$ cat src/rtl/common_pkg.sv
// ---------------------------------------------------------------------------
// common : shared types, mode encodings and helpers for the data-memory path.
//   u4 / u64            : plain unsigned scalars used on pipeline ports
//   msize_t             : dbus transfer size
//   dbus_req_t          : valid, addr, size, strobe, data (master -> bus)
//   dbus_resp_t         : addr_ok, data_ok, data        (bus -> master)
//   MEM_LB .. MEM_SD    : memory-stage mode encodings; anything else = no access
//   mac_state_t         : mem_access_ctrl FSM states
//   mode_is_load/store  : mode classification
//   mode_misaligned     : natural-alignment check for a mode/offset pair
//   memoryHelper        : store strobe/data lane generation
// ---------------------------------------------------------------------------
package common;

    typedef logic [3:0]  u4;
    typedef logic [63:0] u64;
    typedef logic [7:0]  strobe_t;

    typedef enum logic [2:0] {
        MSIZE1 = 3'd0,
        MSIZE2 = 3'd1,
        MSIZE4 = 3'd2,
        MSIZE8 = 3'd3
    } msize_t;

    typedef struct packed {
        logic    valid;
        u64      addr;
        msize_t  size;
        strobe_t strobe;
        u64      data;
    } dbus_req_t;

    typedef struct packed {
        logic addr_ok;
        logic data_ok;
        u64   data;
    } dbus_resp_t;

    localparam u4 MEM_LB   = 4'b0000;
    localparam u4 MEM_LH   = 4'b0001;
    localparam u4 MEM_LW   = 4'b0010;
    localparam u4 MEM_LD   = 4'b0011;
    localparam u4 MEM_LBU  = 4'b0100;
    localparam u4 MEM_LHU  = 4'b0101;
    localparam u4 MEM_LWU  = 4'b0110;
    localparam u4 MEM_SB   = 4'b1000;
    localparam u4 MEM_SH   = 4'b1001;
    localparam u4 MEM_SW   = 4'b1010;
    localparam u4 MEM_SD   = 4'b1011;
    localparam u4 MEM_NONE = 4'b1111;

    typedef enum logic [1:0] {
        MAC_IDLE = 2'd0,
        MAC_BUS  = 2'd1,
        MAC_DONE = 2'd2
    } mac_state_t;

    typedef struct packed {
        strobe_t strobe;
        u64      data;
    } store_lane_t;

    function automatic logic mode_is_load(input u4 m);
        return (m[3] == 1'b0) && (m != 4'b0111);
    endfunction

    function automatic logic mode_is_store(input u4 m);
        return (m[3:2] == 2'b10);
    endfunction

    // mode[1:0] is log2(size) for every legal load and store encoding.
    function automatic logic mode_misaligned(input u4 m, input logic [2:0] a);
        logic r;
        case (m[1:0])
            2'b00:   r = 1'b0;
            2'b01:   r = a[0];
            2'b10:   r = |a[1:0];
            default: r = |a;
        endcase
        return r;
    endfunction

    // Illegal offsets yield an all-zero strobe so a misaligned store that
    // reaches the bus writes nothing.
    function automatic store_lane_t memoryHelper(input u4 m, input logic [2:0] a, input u64 wd);
        store_lane_t r;
        r = '0;
        case (m)
            MEM_SB: r.strobe = 8'h01 << a;
            MEM_SH: if (!a[0])          r.strobe = 8'h03 << a;
            MEM_SW: if (a[1:0] == 2'b0) r.strobe = 8'h0F << a;
            MEM_SD: if (a == 3'b0)      r.strobe = 8'hFF;
            default: r.strobe = 8'h00;
        endcase
        if (mode_is_store(m))
            r.data = wd << {a, 3'b000};
        return r;
    endfunction

endpackage

$ cat src/rtl/mem_access_ctrl_load_align.sv
// ---------------------------------------------------------------------------
// load_align : combinational load lane extraction and extension.
//   i_mode  : load mode (non-load modes produce 0)
//   i_lane  : byte offset addr[2:0]
//   i_data  : raw 64-bit bus read data
//   o_rdata : sign/zero extended result; ld passes i_data through
// ---------------------------------------------------------------------------
module load_align
    import common::*;
(
    input  u4          i_mode,
    input  logic [2:0] i_lane,
    input  u64         i_data,
    output u64         o_rdata
);

    logic [31:0] w_sh;

    assign w_sh = 32'(i_data >> {i_lane, 3'b000});

    always_comb begin
        o_rdata = '0;
        case (i_mode)
            MEM_LB:  o_rdata = {{56{w_sh[7]}},  w_sh[7:0]};
            MEM_LH:  o_rdata = {{48{w_sh[15]}}, w_sh[15:0]};
            MEM_LW:  o_rdata = {{32{w_sh[31]}}, w_sh[31:0]};
            MEM_LD:  o_rdata = i_data;
            MEM_LBU: o_rdata = {56'b0, w_sh[7:0]};
            MEM_LHU: o_rdata = {48'b0, w_sh[15:0]};
            MEM_LWU: o_rdata = {32'b0, w_sh[31:0]};
            default: o_rdata = '0;
        endcase
    end

endmodule

$ cat src/rtl/mem_access_ctrl.sv
// ---------------------------------------------------------------------------
// mem_access_ctrl : one data-memory access per instruction, IDLE -> BUS -> DONE.
//   clk, reset          : clock, synchronous active-high reset
//   in_valid/in_ready   : access descriptor handshake (ready only in IDLE)
//   mem_mode/addr/wdata : access descriptor
//   dreq / dresp        : data bus request / response
//   out_valid/out_ready : result handshake to writeback
//   rdata               : extended load value, 0 for stores / no access
//   misalign            : trapped misaligned access flag
// Build option: MEM_MISALIGN_TRAP_EN - when defined, misaligned accesses skip
// the bus and complete with misalign=1; otherwise misalign is tied 0.
// ---------------------------------------------------------------------------
module mem_access_ctrl
    import common::*;
(
    input  logic       clk,
    input  logic       reset,
    input  logic       in_valid,
    output logic       in_ready,
    input  u4          mem_mode,
    input  u64         addr,
    input  u64         wdata,
    output dbus_req_t  dreq,
    input  dbus_resp_t dresp,
    output logic       out_valid,
    input  logic       out_ready,
    output u64         rdata,
    output logic       misalign
);

    mac_state_t  r_state;
    u4           r_mode;
    u64          r_addr;
    u64          r_wdata;
    u64          r_rdata;
    logic        w_access;
    logic        w_trap;
    u64          w_ld_val;
    store_lane_t w_st;
    logic        w_unused_addr_ok;

    assign w_unused_addr_ok = dresp.addr_ok;
    assign w_access         = mode_is_load(mem_mode) || mode_is_store(mem_mode);

`ifdef MEM_MISALIGN_TRAP_EN
    logic r_misalign;
    assign w_trap   = w_access && mode_misaligned(mem_mode, addr[2:0]);
    assign misalign = r_misalign;

    always_ff @(posedge clk) begin
        if (reset)
            r_misalign <= 1'b0;
        else if (r_state == MAC_IDLE && in_valid)
            r_misalign <= w_trap;
    end
`else
    assign w_trap   = 1'b0;
    assign misalign = 1'b0;
`endif

    // Extraction works on the live response so the result is registered once.
    load_align u_load_align (
        .i_mode  (r_mode),
        .i_lane  (r_addr[2:0]),
        .i_data  (dresp.data),
        .o_rdata (w_ld_val)
    );

    assign w_st = memoryHelper(r_mode, r_addr[2:0], r_wdata);

    always_ff @(posedge clk) begin
        if (reset) begin
            r_state <= MAC_IDLE;
            r_mode  <= MEM_NONE;
            r_addr  <= '0;
            r_wdata <= '0;
            r_rdata <= '0;
        end else begin
            case (r_state)
                MAC_IDLE: if (in_valid) begin
                    r_mode  <= mem_mode;
                    r_addr  <= addr;
                    r_wdata <= wdata;
                    r_rdata <= '0;
                    r_state <= (!w_access || w_trap) ? MAC_DONE : MAC_BUS;
                end
                MAC_BUS: if (dresp.data_ok) begin
                    r_rdata <= w_ld_val;
                    r_state <= MAC_DONE;
                end
                MAC_DONE: if (out_ready) r_state <= MAC_IDLE;
                default:  r_state <= MAC_IDLE;
            endcase
        end
    end

    always_comb begin
        dreq = '0;
        if (r_state == MAC_BUS) begin
            dreq.valid  = 1'b1;
            dreq.addr   = r_addr;
            dreq.size   = MSIZE8;
            dreq.strobe = w_st.strobe;
            dreq.data   = w_st.data;
        end
    end

    assign in_ready  = (r_state == MAC_IDLE) && !reset;
    assign out_valid = (r_state == MAC_DONE);
    assign rdata     = r_rdata;

endmodule

$ cat config.mk
export PLATFORM = sky130hd
export DESIGN_NAME = mem_access_ctrl
export DESIGN_NICKNAME = d
export VERILOG_FILES = /design/src/rtl/common_pkg.sv /design/src/rtl/mem_access_ctrl_load_align.sv /design/src/rtl/mem_access_ctrl.sv
export SDC_FILE = /design/constraint.sdc
export NUM_CORES = 1
export LEC_CHECK = 0
export CAP_MARGIN = 25
export CORE_ASPECT_RATIO = 0.7
export CORE_MARGIN = 4
export CORE_UTILIZATION = 30
export DETAILED_ROUTE_END_ITERATION = 10
export GPL_ROUTABILITY_DRIVEN = 0
export PLACE_DENSITY_LB_ADDON = 0.08
export SLEW_MARGIN = 40
export SYNTH_ARGS = -nofsm -noshare
export SYNTH_HDL_FRONTEND = slang
export SYNTH_SLANG_ARGS = --single-unit
$ cat constraint.sdc
create_clock -name clk -period 8.67 [get_ports clk]
set_input_delay 2.1675 -clock clk [delete_from_list [all_inputs] [get_ports clk]]
set_output_delay 2.1675 -clock clk [all_outputs]
set_load 0.1 [all_outputs]
==> results of run 1 <==
==> critical path: cells and delay by family (launching register included) <==
family,cells,cell delay (ns)
buffers and inverters,4,1.31
DFF,1,0.50
adders and majority gates,1,0.27
AOI/OAI and AO/OA,2,0.29
and+or+nand+nor,3,0.67
==> placed cells by master (no fill, tap or decap), drive strengths merged, types with 43 or more instances in the layout <==
master / count
clkdlybuf4s50: 199
nor2: 87
mux2i: 89
buf: 230
and2: 93
mux4: 44
dfxtp: 198
nand2: 349
o21ai: 45
a21o: 43
a21oi: 206
==> where the power goes <==
part / internal [mW] / switching, mW
Combinational: 0.239 / 0.371
Clock: 0.396 / 0.436
Sequential: 0.956 / 0.0573
Total: 1.59 / 0.865
==> cell usage after synthesis (12+ instances only) <==
cell	count
a22oi_1	30
nor3_1	12
mux4_2	44
mux2i_1	88
nor2_1	86
and2_1	93
o21ai_0	45
a21o_1	43
buf_1	14
dfxtp_1	198
a21oi_1	206
mux2_2	13
clkbuf_1	79
buf_2	24
nand2_1	349
==> kinds of logic after synthesis <==
kind of cell | after synthesis | synth area share
AND/OR/NAND/NOR | 575 | 0.217
AO/OA/AOI/OAI | 384 | 0.200
flip-flops | 198 | 0.342
multiplexers | 146 | 0.176
buffers and inverters | 140 | 0.0537
adder cells (fa/ha/maj) | 10 | 0.0108
other | 1 | 0.000323
XOR/XNOR | 1 | 0.000755
==> worst max path at each step <==
stage	from	to	slack, ns	cells after the start
after floorplan	r_addr[0]	dreq[64]	2.01	7
after global placement	reset	in_ready	2.68	3
after detailed placement	reset	in_ready	3.38	3
after CTS	r_addr[1]	dreq[70]	2.95	10
after global routing	r_addr[1]	dreq[70]	2.62	10
final	r_addr[1]	dreq[70]	2.97	10
==> cell type report <==
type | instances | share of cell area
clock inverters | 14 | 0.0102
flip-flops and latches | 198 | 0.256
clock buffers | 18 | 0.0283
inverters | 9 | 0.00217
repair buffers | 429 | 0.209
well taps | 488 | 0.0393
multi-input cells | 1118 | 0.455
==> stage by stage <==
stage	instances	setup WS (ns)	hold slack, ns
final	2274	2.97	0.449
after global routing	2274	2.62	0.465
after CTS	2274	2.95	0.453
after detailed placement	2242	3.38	0.433
after global placement	2238	2.68	0.434
after floorplan	1456	2.01	0.432
==> flip-flops by register name, summed over array words and instances (netlist names) <==
| signal | cells |
|---|---|
| r_mode | 4 |
| r_state | 2 |
| r_addr | 64 |
| rdata | 64 |
| r_wdata | 64 |
==> per-layer routing <==
layer  routed length, microns  track usage
met2                    21900        0.340
met3                     3870       0.0728
met1                    24600        0.342
met5                       88            0
met4                      746       0.0459
==> results.txt, run 1 <==
* Final Core Density: 0.413
* Register area share after synthesis: 0.342
* Number of antenna violations at the first check in global routing: 9
* Drt first-iter violations: 1,007
- Clock tree synthesis inserted a total of 17 buffers.
- Start point of the worst min-delay path: rdata[46]
- Clock sinks: 198
- Clock skew on the completed layout was measured at between 0.01 and 0.015 ns.
- Status: completed
- Deepest clock path buffer count: 2
- Summed over all nets, the half-perimeter wirelength after detailed placement is 37,500 microns.
* Yosys cell types: 54
* Count of flip-flops with a built-in enable after synthesis: 0
* Design Area, Final: 15,500 sq um
* Final global-route overflow total: 0
- Instance count of the mapped netlist: between 1k and 1.5k
* Antenna violation net count after detailed routing: 0
- Launch instance of the worst register-to-register path: r_addr[2]
* Crit-path slowest cell: dfxtp_4
- The biggest area contributor in the post-synthesis netlist is dfxtp_1.
- Unrepaired setup endpoints after global routing: no
- For the worst setup path, the data arrival time is between 3 and 4 ns.
* Slew headroom: 0.436
- GRT Resource Usage Total: 0.234
- Based on the critical path, the design can be clocked at up to 0.176 GHz.
- The H-tree generated during clock tree synthesis spans 4 levels.
* Total number of vias: between 10k and 15k
- Area grow syn2layout: 34.0%
* Power, Total: around 2.5 mW
- STA classifies the critical path endpoint as a primary output.
- Flip-flop cell with the highest count after synthesis: dfxtp_1
- Worst-path cell chain: clkinv_1 -> buf_4 -> ha_1 -> nand3b_1 -> nor3_1 -> inv_1 -> o21ai_0 -> a222oi_1 -> nor2_1 -> buf_2
- Largest net degree at the start of global routing: between 90 and 100
* Combined area of the multi-input logic cells: approximately 7100 sq um
- Along the worst path, the maximum fanout reaches 39.
- At the later pin of the worst-skew pair, clock insertion delay measures between 0.4 and 0.5 ns.
- Number of detailed-routing iterations run before antenna repair: 5
* Post-Place Cell Area: 14,900 sq um
* Required time of the critical path: ~6.5 ns
- Counting cells, the worst reg-to-reg path comes to 7.
- Floorplan die width: approximately 240 microns
* Clock tree from TritonCTS: yes
* Number of hold buffers added after CTS: 0
* Share of final-layout standard cells stronger than drive strength 1: 0.188
- First-pass GRT wire length: between 70,000 and 80,000 microns
- Register-to-Register Setup Slack: ~5.2 ns
* Total wire length: between 50,000 and 60,000 microns
- Ports: ~410
* Post-Synthesis Cell Area: 11,600 sq um
- Cell Pwr Density: approximately 160 nW/um^2
- The total area inside the core boundary comes to ~38,000 sq um.
* WHS Path Cells: 1
- The worst hold path terminates at rdata[46].
* Cell row count: between 50 and 60
* Via count of the first global-routing pass: 11.2k
- Of the post-synthesis cell area, the dominant cell type holds 0.342.
- Setup violations remaining at the end of the flow were counted as 0.
- # Post-CTS Setup Buffers: 0
- Period utilisation layout: 0.657
- The die covers about 42,000 sq um.
- In this run the static leakage power is 6.55 nW.
- Quantity of I/O buffers inserted on ports: between 400 and 500
- The initial utilization of the core area, before any placement, comes to 0.308.
* Hold Violations, Final: 0
* Maximum ir drop on the vdd rail: 0.136 mV
- Max-cap violations: 0
- CTS clk-pin slew, worst paths: approximately 0.080 ns
- The average instance in the mapped netlist occupies approximately 8.0 sq um.
- Gates resized, CTS repair: 0
- The max-slew violation total from the final report is 0.
- The critical path is of the register to primary output type.
* Detail-routed net length per standard cell: 22.5 microns
- Time the worst path needs with I/O delays and setup: between 5 and 6 ns
- Yosys attributes the largest share of cell area to dfxtp_1 (34%), nand2_1 (11%), a21oi_1 (8.9%), mux4_2 (8.5%), mux2i_1 (7.6%).
- Adding up every negative setup slack in the final design gives 0 ns.
- In the final design database the tool counted about 2.0k nets.
* # diodes: 0
* Routed vias/inst: ~5.2
* Type of the tightest min-delay check: register to register
- Of all flip-flops after synthesis, the portion carrying an async set or reset was 0.
* Die H: roughly 170 microns
* R2r endpoint: rdata[27]
* Master cell of the clock root buffer: clkbuf_16
- At the pin with the least slew margin, the transition time is between 0.8 and 0.9 ns.
* Synth Register Bits: just under 200
- Fill cells in the final layout number roughly 4k.
* Area taken by flip-flops and latches: roughly 4000 sq um
- Synth warnings: 0
- Worst setup SP type: register
- For this run, design rule violations remaining after detail routing come to 0.
- Delay of the slowest cell on the worst path: 0.50 ns
Note: power is estimated with default switching activity, not from simulation.
==> run 2: changes to the inputs <==
==> constraint.sdc (replaced) <==
create_clock -name clk -period 5.21 [get_ports clk]
set_input_delay 1.3025 -clock clk [delete_from_list [all_inputs] [get_ports clk]]
set_output_delay 1.3025 -clock clk [all_outputs]
set_load 0.1 [all_outputs]
==> run 2 against run 1 <==
Global-route usage increased by 0.34 points. Largest cell class unchanged. Clock skew increased by 0.0015 ns. Critical path type unchanged. Wire length increased by 1.5%.
==> results.txt, run 2 (synthesis gave the netlist of run 1 again) <==
- Quantity of I/O buffers inserted on ports: approximately 400
* Worst path top cell family by delay: simple AND/OR/NAND/NOR gates
* Number of placed instances with taps included: between 2k and 2.5k
- At the worst endpoint, the arrival time is roughly 3.2 ns.
* Combined area of the multi-input logic cells: 7080 sq um
- Total number of vias: around 12k
- Number of detailed-routing iterations run before antenna repair: 7
- At the placement stage, the worst setup path has a slack of between 1 and 1.5 ns.
* Crit-path slowest cell: nor2_1
- Total clock buffers created by CTS: 17
* Total Neg Setup Slack: 0 ns
* # Post-CTS Setup Buffers: 0
- In this run the power density over the cells is 257 nW/um^2.
- Final HPWL DP: about 38,000 microns
* Register-to-Register Setup Slack: between 1.5 and 2 ns
* Required time of the critical path: 3.91 ns
- Summing all flip-flop and latch instances after layout gives roughly 4000 sq um.
* Most frequent standard cell in the layout excluding fill and tap cells: nand2_1
- Commonest non-fill, non-tap cells in the layout: nand2_1 (348), a21oi_1 (206), clkdlybuf4s50_1 (199)
- On the worst path, the slowest cell contributes a delay of between 0.4 and 0.5 ns.
- Deepest clock path buffer count: 2
- CTS saw 198 sinks.
* Critical setup path kind: register to primary output
* Unrepaired setup endpoints after global routing: no
* Via count of the first global-routing pass: roughly 11k
- The worst hold path belongs to the class register to register.
* Detail-routed net length per standard cell: approximately 23 microns
- Number of hold buffers added after CTS: 0
- H-tree lvl count: 4
* Non-Filler Instances: 2,276
- Residual DRC: 0
- The number of hold violations in the final report was 0.
- In the finished design, the share of the clock period the worst path needs comes to 0.862.
- In the global route stage, overall resource usage came out at 0.237.
- Die H: 173 microns
* Worst setup SP type: register
- Insertion delay of the later-clocked pin in the worst-skew pair: 0.46 ns
- Largest net degree at the start of global routing: 110
- Slew headroom: 0.444
- The net count of the finished layout is about 2.0k.
* First-pass GRT wire length: around 77,000 microns
- Setup violations remaining at the end of the flow were counted as 0.
- Together, buffers and inverters on the worst path number 3.
* Number of antenna violations at the first check in global routing: 13
* Status: completed
* Clock tree from TritonCTS: yes
- Filler Cells Inserted: 3,874
- Along the worst path, the maximum fanout reaches 42.
- Area enclosed by the die boundary: between 40,000 and 50,000 sq um
* Endpoint type of the worst setup path: primary output
- Clock-pin slew was measured on the worst setup and hold paths at around 0.080 ns.
* Total wire length: 52,000 microns
* Ports: between 400 and 500
- Setup slack on the critical path of the routed design comes to approximately 0.72 ns.
* Time the worst path needs with I/O delays and setup: approximately 4.5 ns
- Final Max Slew Viols: 0
- Routed vias/inst: approximately 5.2
* Gates resized, CTS repair: 0
* Final global-route overflow total: 0
* Cell row count: just under 60
- The signal on the critical path passes through nor2b_4 -> buf_4 -> nand3b_1 -> buf_4 -> nand2b_1 -> nor2_1 -> and2_1 -> buf_4.
- Master cell of the clock root buffer: clkbuf_16
* Initial core utilization: 0.308
- The worst-case IR drop observed on VDD is about 0.24 mV.
- Counting stages on the worst path, the most repeated cell is buf_4.
- Fin Clk Skew: ~0.014 ns
- Antenna violation net count after detailed routing: 0
- In the final layout, the share of cells above drive strength 1 is 0.189.
- Leakage power summed over all cells: 6.63 nW
- Based on the critical path, the design can be clocked at up to around 0.22 GHz.
- From synthesis to final layout, the design area changed by 39.5%.
* Floorplan die width: around 240 microns
- Slew of the pin with the lowest slew margin: 0.834 ns
- Drt first-iter violations: between 800 and 900
* Max-cap violations: 0
* Core region area: approximately 38,000 sq um
[run 2: changes by cell type in the layout (fill, tap and decap cells not counted), sizes merged]
| cell | before | now |
|---|---|---|
| diode | 0 | 2 |
| clkinv | 9 | 7 |
| clkinvlp | 0 | 1 |
| bufinv | 0 | 1 |
[run 2: layout make-up]
cell class              instances  share of cell area
clock inverters                14              0.0110
multi-input cells            1118               0.437
repair buffers                429               0.239
inverters                       9             0.00209
well taps                     488              0.0377
diodes                          2            0.000309
flip-flops and latches        198               0.246
clock buffers                  18              0.0271
[run 2: worst reg2reg max path, cell delays in order, from the launching register on]
cell and delay [ns]:
dfxtp_4 0.75, buf_4 0.54, mux4_2 0.60, mux2i_4 0.20
nor3b_4 0.13, nor2_2 0.42, buf_4 0.28, nand3_1 0.26
a22o_1 0.28
[run 2: path summary, 6_finish.rpt]
kind,from,endpoint,cells after the start
worst max-delay path,r_state[0],dreq[4],8
worst min-delay path,rdata[43],rdata[43],1
worst max register to register,r_addr[2],rdata[28],8
worst min register to register,rdata[43],rdata[43],1
[run 2: power breakdown]
part	switching [mW]	total, mW	internal [mW]
Clock	0.735	1.44	0.707
Combinational	0.619	1.02	0.402
Sequential	0.0988	1.69	1.59
Total	1.45	4.15	2.70
[run 2: through the flow]
stage	total power [mW]	instance area, sq um	util	hold WS [ns]
finish	4.15	16200	0.430	0.450
global route	4.33	16200	0.430	0.465
CTS	4.20	16200	0.430	0.452
detailed placement	2.74	15600	0.413	0.433
global placement	2.74	16200	0.430	0.434
floorplan	2.34	11600	-	0.432
[run 2: layer usage]
| metal | wire (microns) | track usage |
|---|---|---|
| met1 | 25100 | 0.348 |
| met2 | 22100 | 0.343 |
| met3 | 3860 | 0.0731 |
| met4 | 755 | 0.0478 |
| met5 | 156 | 0 |
==> run 3: changes to the inputs <==
--- a/config.mk
+++ b/config.mk
@@ -10,6 +10,7 @@
 export CORE_MARGIN = 4
 export CORE_UTILIZATION = 30
 export DETAILED_ROUTE_END_ITERATION = 10
+export DONT_BUFFER_PORTS = 1
 export GPL_ROUTABILITY_DRIVEN = 0
 export PLACE_DENSITY_LB_ADDON = 0.08
 export SLEW_MARGIN = 40
==> run 3 against run 2 <==
Register-to-register slack gained 0.15 ns. Critical path depth grew 2. Utilization shrank 6.7 points. Sequential share of layout area grew 5.1 points. Clock power grew 4%. Combinational power shrank 18%. Non-clock buffer count shrank 308. Power shrank 2.7%. Global-route usage shrank 0.76 points. Die area is the same. Fmax shrank 3.1%. Via count shrank 9.2%. Highest routed layer unchanged.
==> results.txt, run 3 (synthesis gave the netlist of run 1 again) <==
* Status: completed
- Gates resized, CTS repair: 0
* Time the worst path needs with I/O delays and setup: roughly 4.6 ns
- Largest net degree at the start of global routing: 140
- For the pin with the worst max-slew slack, the measured transition is around 0.85 ns.
* Endpoint arrival time on the critical path: approximately 3.3 ns
- Leaving out fill and tap cells, the most frequent cell in the layout is nand2_1.
- Unrepaired setup endpoints after global routing: no
- Fin Clk Skew: about 0.017 ns
- Clock tree from TritonCTS: yes
- Type of the tightest min-delay check: register to register
- The worst setup path is captured at a primary output.
- Power spread over the standard cell area amounts to 295 nW/um^2.
* Total number of vias: about 11k
* Residual DRC: 0
- The via count of the first global-routing pass came to ~10k.
- In the final design database the tool counted ~1.7k nets.
* Detail-routed net length per standard cell: between 20 and 30 microns
- Ports: 409
- CTS clk-pin slew, worst paths: about 0.08 ns
* Cell row count: 59
- The first global-routing pass estimated between 70,000 and 80,000 microns of wire.
* Final Max Slew Viols: 0
* Area enclosed by the die boundary: around 42,000 sq um
- The number of hold violations in the final report is 0.
- Number of hold buffers added after CTS: 0
- For this design, the sink count on the clock tree is 198.
- Input and output buffers added on the ports amount to 0.
- In this run the vertical extent of the chip is approximately 170 microns.
- Of the available clock period, the critical path in the final layout requires 0.890.
- Power, Total: just over 4 mW
* Number of antenna violations at the first check in global routing: 7
* Leakage power summed over all cells: roughly 5.3 nW
- After legalization and detailed placement, the total HPWL measured about 37,000 microns.
- Core region area: ~38,000 sq um
- STA classifies the critical path startpoint as a register.
* Filler Cells Inserted: between 3k and 4k
- In the routed layout, each cell is associated on average with a via count of approximately 5.5.
- Antenna violation net count after detailed routing: 0
- Maximum ir drop on the vdd rail: between 0.2 and 0.25 mV
* H-tree lvl count: 4
- Along the worst path, the maximum fanout reaches 41.
- Max frequency: about 0.22 GHz
- For this run, the total global-route usage over all layers was measured as 0.230.
- For the worst-skew pair, the clock arrives at the later sink with an insertion delay of approximately 0.47 ns.
* Share of final-layout standard cells stronger than drive strength 1: 0.261
- Number of detailed-routing iterations run before antenna repair: 7
- Slew headroom: 0.425
* Drt first-iter violations: between 900 and 1k
- For the worst setup path, the data required time is 3.91 ns.
- Final global-route overflow total: 0
* # setup viols final: 0
- The die is 243 microns wide.
- Summed over all layers, the routed wires come to around 50,000 microns.
* Deepest clock path buffer count: 2
* Area grow syn2layout: 18.0%
* Critical setup path kind: register to primary output
- Commonest non-fill, non-tap cells in the layout: nand2_1 (348), a21oi_1 (206), dfxtp_1 (131)
- Max-cap violations: 0
* Total clock buffers created by CTS: 17
- Buffers added to address setup during post-CTS repair amount to 0.
- Master cell of the clock root buffer: clkbuf_16
- Initial core utilization: 0.308
* Total Neg Setup Slack: 0 ns
[run 3: path summary, 6_finish.rpt]
check / startpoint / endpoint / slack [ns] / cells after the start
setup reg to reg: r_addr[0] / rdata[13] / 1.79 / 7
hold / removal: r_addr[19] / r_addr[19] / 0.45 / 2
hold reg to reg: r_addr[19] / r_addr[19] / 0.45 / 2
setup / recovery: r_state[0] / dreq[24] / 0.57 / 10
[run 3: layout make-up]
type | instances | area (sq um) | share of cell area
clock inverter | 15 | 223 | 0.0163
tap | 488 | 611 | 0.0446
antenna | 3 | 7.51 | 0.000549
multi-input combinational | 1118 | 7290 | 0.533
timing repair buffer | 121 | 1040 | 0.0758
sequential | 198 | 4060 | 0.296
clock buffer | 17 | 425 | 0.0311
inverter | 9 | 33.8 | 0.00247
[run 3: per-stage QoR]
step	instances	hold WS, ns	utilization	instance area, sq um	setup WS, ns
after global routing	1969	0.462	0.363	13700	0.319
after detailed placement	1934	0.437	0.346	13000	1.02
after CTS	1966	0.449	0.363	13700	0.493
after floorplan	1456	0.432	-	11600	0.178
final	1969	0.445	0.363	13700	0.574
after global placement	1931	0.432	0.340	12800	0.711
[run 3: worst max-delay path, stage by stage (launching register included)]
cell and delay, ns:
dfxtp_1 0.49, nor2b_4 0.25, buf_12 0.19, buf_1 0.11, buf_4 0.26, nand3b_1 0.16, buf_4 0.39, nor2_1 0.33
buf_4 0.22, and2_1 0.13, buf_4 0.29
[run 3: where the power goes]
group | switching [mW] | total (mW) | internal (mW)
registers | 0.106 | 1.70 | 1.59
clock network | 0.751 | 1.50 | 0.753
logic | 0.559 | 0.839 | 0.280
[run 3: metal layers]
layer,track usage,up-vias,share of wire
met1,0.336,5321,0.47
met4,0.0495,8,0.014
met5,0,-,0.0011
met2,0.326,397,0.42
li1,-,5076,-
met3,0.0787,49,0.091
